<file path="src/rtl/hazard_pkg.sv">
// Shared types and constants for the hazard/forwarding controller.
// Holds the tracked-entry layout, the "no forward" select value and the
// default register address width used by hazard_forward_unit.
package hazard_pkg;

  localparam int REG_AW_DEFAULT = 5;
  // Entry address fields are sized to the largest supported REG_AW so one
  // layout serves every configuration; narrower addresses are zero-extended.
  localparam int REG_AW_MAX     = 8;
  localparam int FWD_NONE       = 0;

  typedef logic [REG_AW_MAX-1:0] reg_addr_t;

  typedef struct packed {
    logic      valid;
    reg_addr_t rd;
    logic      we;
    logic      fp;
    logic      load;
    reg_addr_t rs1;
    reg_addr_t rs2;
    logic      rs1_used;
    logic      rs2_used;
    logic      rs1_fp;
    logic      rs2_fp;
  } hz_entry_t;

endpackage

</file>
<file path="src/rtl/hazard_match.sv">
// Compares one source operand against one tracked pipeline entry.
// Latency: purely combinational. Backpressure: none.
// Ports: src/src_used/src_fp describe the operand; ent_* describe the writer;
// hit is high when the entry will produce the value the operand reads.
module hazard_match
  import hazard_pkg::*;
(
  input  reg_addr_t src,
  input  logic      src_used,
  input  logic      src_fp,
  input  logic      ent_valid,
  input  logic      ent_we,
  input  reg_addr_t ent_rd,
  input  logic      ent_fp,
  output logic      hit
);

  // x0 is hardwired zero so it never has a producer; f0 is a real register.
  logic not_x0;
  assign not_x0 = src_fp | (src != '0);

  assign hit = src_used & ent_valid & ent_we & (ent_rd == src)
             & (ent_fp == src_fp) & not_x0;

endmodule

</file>
<file path="src/rtl/hazard_forward_unit.sv">
// Hazard and forwarding controller: tracks destinations from EX through the
// last bypass stage, drives EX operand bypass selects and load-use stalls.
// Latency: ID fields reach the EX select logic 1 cycle later; stall/bubble and
// selects are combinational from the tracking array and the ID inputs.
// Backpressure: stall holds PC and IF/ID; bubble loads an invalid entry into EX.
// Ports: clk/rst (sync, active-high); id_* describe the instruction in ID;
// flush squashes ID; fwd_a_sel/fwd_b_sel: 0 = regfile, k = stage EX+k.
// Optional macro HAZARD_PERF_CNT_EN builds the perf_stall_cnt/perf_fwd_cnt
// saturating counters; without it both outputs are tied to zero.
module hazard_forward_unit
  import hazard_pkg::*;
#(
  parameter int REG_AW     = REG_AW_DEFAULT,
  parameter int FWD_DEPTH  = 2,
  parameter int LOAD_STALL = 1,
  parameter int SEL_W      = $clog2(FWD_DEPTH + 1)
) (
  input  logic              clk,
  input  logic              rst,
  input  logic              id_valid,
  input  logic [REG_AW-1:0] id_rs1,
  input  logic [REG_AW-1:0] id_rs2,
  input  logic              id_rs1_used,
  input  logic              id_rs2_used,
  input  logic              id_rs1_fp,
  input  logic              id_rs2_fp,
  input  logic [REG_AW-1:0] id_rd,
  input  logic              id_rd_we,
  input  logic              id_rd_fp,
  input  logic              id_is_load,
  input  logic              flush,
  output logic              stall,
  output logic              bubble,
  output logic [SEL_W-1:0]  fwd_a_sel,
  output logic [SEL_W-1:0]  fwd_b_sel,
  output logic [31:0]       perf_stall_cnt,
  output logic [31:0]       perf_fwd_cnt
);

  // pos[0] is EX, pos[k] is EX+k.
  hz_entry_t pos [0:FWD_DEPTH];
  hz_entry_t id_ent;
  logic      stall_int;

  reg_addr_t id_rs1_x, id_rs2_x;
  assign id_rs1_x = REG_AW_MAX'(id_rs1);
  assign id_rs2_x = REG_AW_MAX'(id_rs2);

  always_comb begin
    id_ent          = '0;
    id_ent.valid    = id_valid & ~stall_int & ~flush;
    id_ent.rd       = REG_AW_MAX'(id_rd);
    id_ent.we       = id_rd_we;
    id_ent.fp       = id_rd_fp;
    id_ent.load     = id_is_load;
    id_ent.rs1      = id_rs1_x;
    id_ent.rs2      = id_rs2_x;
    id_ent.rs1_used = id_rs1_used;
    id_ent.rs2_used = id_rs2_used;
    id_ent.rs1_fp   = id_rs1_fp;
    id_ent.rs2_fp   = id_rs2_fp;
  end

  always_ff @(posedge clk) begin
    if (rst) begin
      for (int i = 0; i <= FWD_DEPTH; i++) pos[i] <= '0;
    end else begin
      pos[0] <= id_ent;
      for (int i = 1; i <= FWD_DEPTH; i++) pos[i] <= pos[i-1];
    end
  end

  // Forwarding: EX operands against every later stage.
  logic [FWD_DEPTH:1] fa_hit, fb_hit;

  for (genvar k = 1; k <= FWD_DEPTH; k++) begin : g_fwd
    hazard_match u_match_a (
      .src(pos[0].rs1), .src_used(pos[0].rs1_used & pos[0].valid), .src_fp(pos[0].rs1_fp),
      .ent_valid(pos[k].valid), .ent_we(pos[k].we), .ent_rd(pos[k].rd), .ent_fp(pos[k].fp),
      .hit(fa_hit[k])
    );
    hazard_match u_match_b (
      .src(pos[0].rs2), .src_used(pos[0].rs2_used & pos[0].valid), .src_fp(pos[0].rs2_fp),
      .ent_valid(pos[k].valid), .ent_we(pos[k].we), .ent_rd(pos[k].rd), .ent_fp(pos[k].fp),
      .hit(fb_hit[k])
    );
  end

  // Scan oldest to youngest so the youngest producer overwrites the choice.
  always_comb begin
    fwd_a_sel = SEL_W'(FWD_NONE);
    fwd_b_sel = SEL_W'(FWD_NONE);
    for (int k = FWD_DEPTH; k >= 1; k--) begin
      if (fa_hit[k]) fwd_a_sel = SEL_W'(k);
      if (fb_hit[k]) fwd_b_sel = SEL_W'(k);
    end
  end

  // Load-use: an ID source whose producer is a load still too young to bypass.
  localparam int LS_N = (LOAD_STALL > 0) ? LOAD_STALL : 1;
  logic [LS_N-1:0] ls_hit;

  if (LOAD_STALL == 0) begin : g_no_ls
    assign ls_hit = '0;
  end else begin : g_ls
    for (genvar j = 0; j < LOAD_STALL; j++) begin : g_j
      logic h1, h2;
      hazard_match u_ls1 (
        .src(id_rs1_x), .src_used(id_rs1_used), .src_fp(id_rs1_fp),
        .ent_valid(pos[j].valid), .ent_we(pos[j].we), .ent_rd(pos[j].rd), .ent_fp(pos[j].fp),
        .hit(h1)
      );
      hazard_match u_ls2 (
        .src(id_rs2_x), .src_used(id_rs2_used), .src_fp(id_rs2_fp),
        .ent_valid(pos[j].valid), .ent_we(pos[j].we), .ent_rd(pos[j].rd), .ent_fp(pos[j].fp),
        .hit(h2)
      );
      assign ls_hit[j] = pos[j].load & (h1 | h2);
    end
  end

  // Flush wins over stall: the squashed ID instruction must not hold the PC.
  assign stall_int = id_valid & ~flush & (|ls_hit);
  assign stall     = stall_int;
  assign bubble    = stall_int | flush;

  // The oldest entry's source fields only exist to complete the shift.
  logic unused_tail;
  assign unused_tail = ^{pos[FWD_DEPTH].rs1, pos[FWD_DEPTH].rs2, pos[FWD_DEPTH].rs1_used,
                         pos[FWD_DEPTH].rs2_used, pos[FWD_DEPTH].rs1_fp,
                         pos[FWD_DEPTH].rs2_fp, pos[FWD_DEPTH].load};

`ifdef HAZARD_PERF_CNT_EN
  logic [31:0] stall_cnt_q, fwd_cnt_q;
  logic        fwd_any;
  assign fwd_any = (fwd_a_sel != '0) | (fwd_b_sel != '0);

  always_ff @(posedge clk) begin
    if (rst) begin
      stall_cnt_q <= '0;
      fwd_cnt_q   <= '0;
    end else begin
      if (stall_int && (stall_cnt_q != '1)) stall_cnt_q <= stall_cnt_q + 32'd1;
      if (fwd_any && (fwd_cnt_q != '1))     fwd_cnt_q   <= fwd_cnt_q + 32'd1;
    end
  end

  assign perf_stall_cnt = stall_cnt_q;
  assign perf_fwd_cnt   = fwd_cnt_q;
`else
  assign perf_stall_cnt = '0;
  assign perf_fwd_cnt   = '0;
`endif

endmodule

</file>
<file path="config.mk">
export PLATFORM = sky130hd
export DESIGN_NAME = hazard_forward_unit
export DESIGN_NICKNAME = d
export VERILOG_FILES = /design/src/rtl/hazard_pkg.sv /design/src/rtl/hazard_match.sv /design/src/rtl/hazard_forward_unit.sv
export SDC_FILE = /design/constraint.sdc
export NUM_CORES = 1
export LEC_CHECK = 0
export CAP_MARGIN = 5
export CORE_UTILIZATION = 38
export DETAILED_ROUTE_END_ITERATION = 10
export GPL_TIMING_DRIVEN = 0
export PLACE_DENSITY = 0.83
export SLEW_MARGIN = 20
export SYNTH_ARGS = -nofsm -noshare
export SYNTH_HDL_FRONTEND = slang
export SYNTH_SLANG_ARGS = --single-unit
</file>
<file path="constraint.sdc">
create_clock -name clk -period 1.8 [get_ports clk]
set_input_delay 0.45 -clock clk [delete_from_list [all_inputs] [get_ports clk]]
set_output_delay 0.45 -clock clk [all_outputs]
set_load 0.005 [all_outputs]
</file>
==> impl_metrics.csv <==
group,metric,value,unit
worst_hold_path,min_path_type,"input port to flop",
detailed_routing,viasPerCell,3.88,
yosys,synth-seq-cells,39,
setup_path,cp.required,1350,ps
clocking,clk_pin_slew_worst_paths,70,ps
yosys,syn_inst,226,
grt,gr-max-usage-layer,"met2",
setup_path,worstPathArrival,1900,ps
detailed_routing,wirelength,4330,um
detailed_routing,antenna_left,0,
detailed_routing,drt_first_pass_iters,5,
setup_path,path_cells,"or4_4, o311ai_4, buf_4, nor4_1, and3_1, buf_2",
timing,setup_viol,6,
layout,top_register,"pos",
floorplanning,ios,96,
yosys,synth_area,2110,sq um
setup_path,startpoint,"pos[0][5]",
power_and_ir_drop,ir_drop,0.445,mV
yosys,ys_seq_area_share,37.1,%
setup_path,cp-end-kind,"primary output",
grt,grt_util_met2,29.8,%
floorplanning,coreArea,5240,sq um
run_status,violations,"negative setup slack",
floorplanning,initial_core_util,40.2,%
yosys,synth_area_per_cell,9.32,sq um
yosys,netlist.area_leader.share,37.1,%
yosys,synth_edf_count,0,
timing,final_hold_viol_count,0,
floorplanning,fp.dieArea,5850,sq um
layout,largest_reg_flops,39,
run_status,status,"finished with violations",
detailed_routing,wl_per_cell,10.6,um
layout,drive_above_1_share,33.8,%
power_and_ir_drop,fin_total_pwr,1.84,mW
clocking,clk_latency,290,ps
timing,setup_ws,-549,ps
clocking,htree_levels,2,
yosys,synthTopCellsByArea,"dfxtp_1, buf_4, xor2_1",
setup_path,worst-r2r-setup-slack,160,ps
layout,nNetsFinal,365,
layout,reg_top3,"pos (39)",
floorplanning,die_h,76.5,um
detailed_routing,drc,0,
timing,rsz0062_at_grt,"true",
setup_path,cp-start-kind,"flop",
setup_path,critPathSlowestCell,"or4_4",
setup_path,worstRegToRegCells,7,
layout,antenna_cells,0,
yosys,synth_area_leader_cell,"dfxtp_1",
clocking,cts-root-buf,"clkbuf_8",
placed_design,gp_congestion,0.883,
setup_path,reg2reg_from,"pos[0][26]",
worst_hold_path,min_path_cells,2,
worst_hold_path,min_from,"id_rs2[4]",
grt,grt_max_degree,12,
setup_path,reg2reg_to,"pos[0][31]",
grt,antenna_found_initial,0,
grt,grt_util_met3,3.71,%
grt,grt_pass1_vias,1497,
detailed_routing,drt_iter0_drc,29,
floorplanning,die_w,76.5,um
placed_design,place_ws,-1150,ps
timing,finalMaxSlewViolations,0,
setup_path,slowest_delay,530,ps
setup_path,path_class,"flop to primary output",
clocking,cts_buffer_depth,2,
grt,gr-usage-met1,16.1,%
layout,area_delta_synth_final,42.3,%
yosys,synth_cell_types,22,
yosys,yosysMostFrequentCell,"buf_4",
grt,grt_pass1_wl,7140,um
power_and_ir_drop,power.density,614,nW/um^2
layout,fillers,457,
timing,fin_crit,2350,ps
timing,fin_worst_skew,1.52,ps
placed_design,hpwlAfterDp,3230,um
grt,grt_use_total,15.7,%
floorplanning,fp-row-count,26,
yosys,yosysWarnings,0,
setup_path,cp_max_fo,2,
timing,finalCritPeriodShare,130,%
clocking,clock-sinks,39,
clocking,cts_tree,"built",
clocking,hold_buffers,0,
power_and_ir_drop,leakage,1.49,nW
grt,grt_overflow,0,
yosys,yosys-top-cells-count,"buf_4, dfxtp_1, nor2b_1",
yosys,ys.flop_type,"dfxtp_1",
timing,clock.fmax,0.426,GHz
worst_hold_path,hold_path_end,"pos[0][8]",
clocking,cts_buffers,5,
yosys,synthArstFlopShare,0,%
flow_run,cap_viol_max_count,0,
placed_design,port_buffers,30,
detailed_routing,vias,1589,
-- worst max-delay path by stage --
| stage | cells past startpoint | endpoint |
|---|---|---|
| after floorplan | 4 | stall |
| after global placement | 6 | stall |
| after detailed placement | 6 | stall |
| after CTS | 6 | fwd_b_sel[1] |
| after global routing | 6 | fwd_b_sel[1] |
| final | 6 | fwd_b_sel[1] |
-- what timing repair did --
action | CTS | global route
gates resized for setup | 67 | 3
pin swaps | 20 | 6
buffers inserted | 15 | 1
endpoints found under the setup margin | 6 | 6
-- final cells by class --
cell class              count  area [sq um]  area share (%)
plain buffers              68           495            16.5
clock buffers               7          76.3            2.55
clock inverters             1          5.00           0.167
inverters                   2          7.51           0.250
multi-input cells         178          1150            38.5
flip-flops and latches     39           796            26.5
well taps                  70          87.6            2.92
repair buffers             45           377            12.6
-- per-stage QoR --
stage                     cell area [sq um]  setup TNS (ps)  hold slack [ps]  instances  util (%)
after floorplan                        2340               0              438        289         -
after global placement                 2730           -4250              447        389      52.2
after detailed placement               2730           -4450              470        389      52.2
after CTS                              2990           -2700              479        410      57.1
after global routing                   3000           -3030              443        410      57.2
final                                  3000           -2550              470        410      57.2
-- report_power, final --
group | leakage (nW) | switching, mW | internal (mW) | total, mW
registers | 0.325 | 0.0407 | 0.901 | 0.941
logic | 1.13 | 0.143 | 0.198 | 0.342
clock network | 0.0422 | 0.285 | 0.272 | 0.556
total | 1.49 | 0.469 | 1.37 | 1.84
-- metal layers --
metal  share of wire, %  up-vias
met1                 37      682
li1                   -      825
met2                 55       68
met4                2.1        0
met3                5.7       14
met5                  0        -
-- layout by cell type (no fill, tap or decap), types with 3 or more instances in the layout --
| cell type | n |
|---|---|
| buf_4 | 79 |
| conb_1 | 64 |
| nor2b_1 | 38 |
| dfxtp_1 | 33 |
| xor2_1 | 29 |
| dlygate4sd2_1 | 12 |
| clkdlybuf4s50_1 | 10 |
| nor4_1 | 6 |
| xnor2_1 | 6 |
| clkbuf_1 | 6 |
| clkbuf_8 | 5 |
| nor2_1 | 4 |
| nand2_1 | 4 |
| nand4_1 | 4 |
| buf_2 | 4 |
| nor4_2 | 3 |
| nand3_1 | 3 |
| dfxtp_2 | 3 |
| dfxtp_4 | 3 |
-- logic make-up (layout without fill, tap and decap cells) --
group | count (synthesis) | after routing | share of synthesized area (%)
AO/OA/AOI/OAI | 5 | 5 | 2.67
XOR/XNOR | 36 | 36 | 15.0
flip-flops | 39 | 39 | 37.1
AND/OR/NAND/NOR | 73 | 73 | 20.5
other | 1 | 64 | 0.178
buffers and inverters | 72 | 123 | 24.6
-- critical path: cells and delay by family (launching register included) --
kind,cells,cell delay [ps]
flops,1,350
buf+inv,2,280
simple gates,3,710
compound gates,1,260
Note: power is estimated with default switching activity, not from simulation.
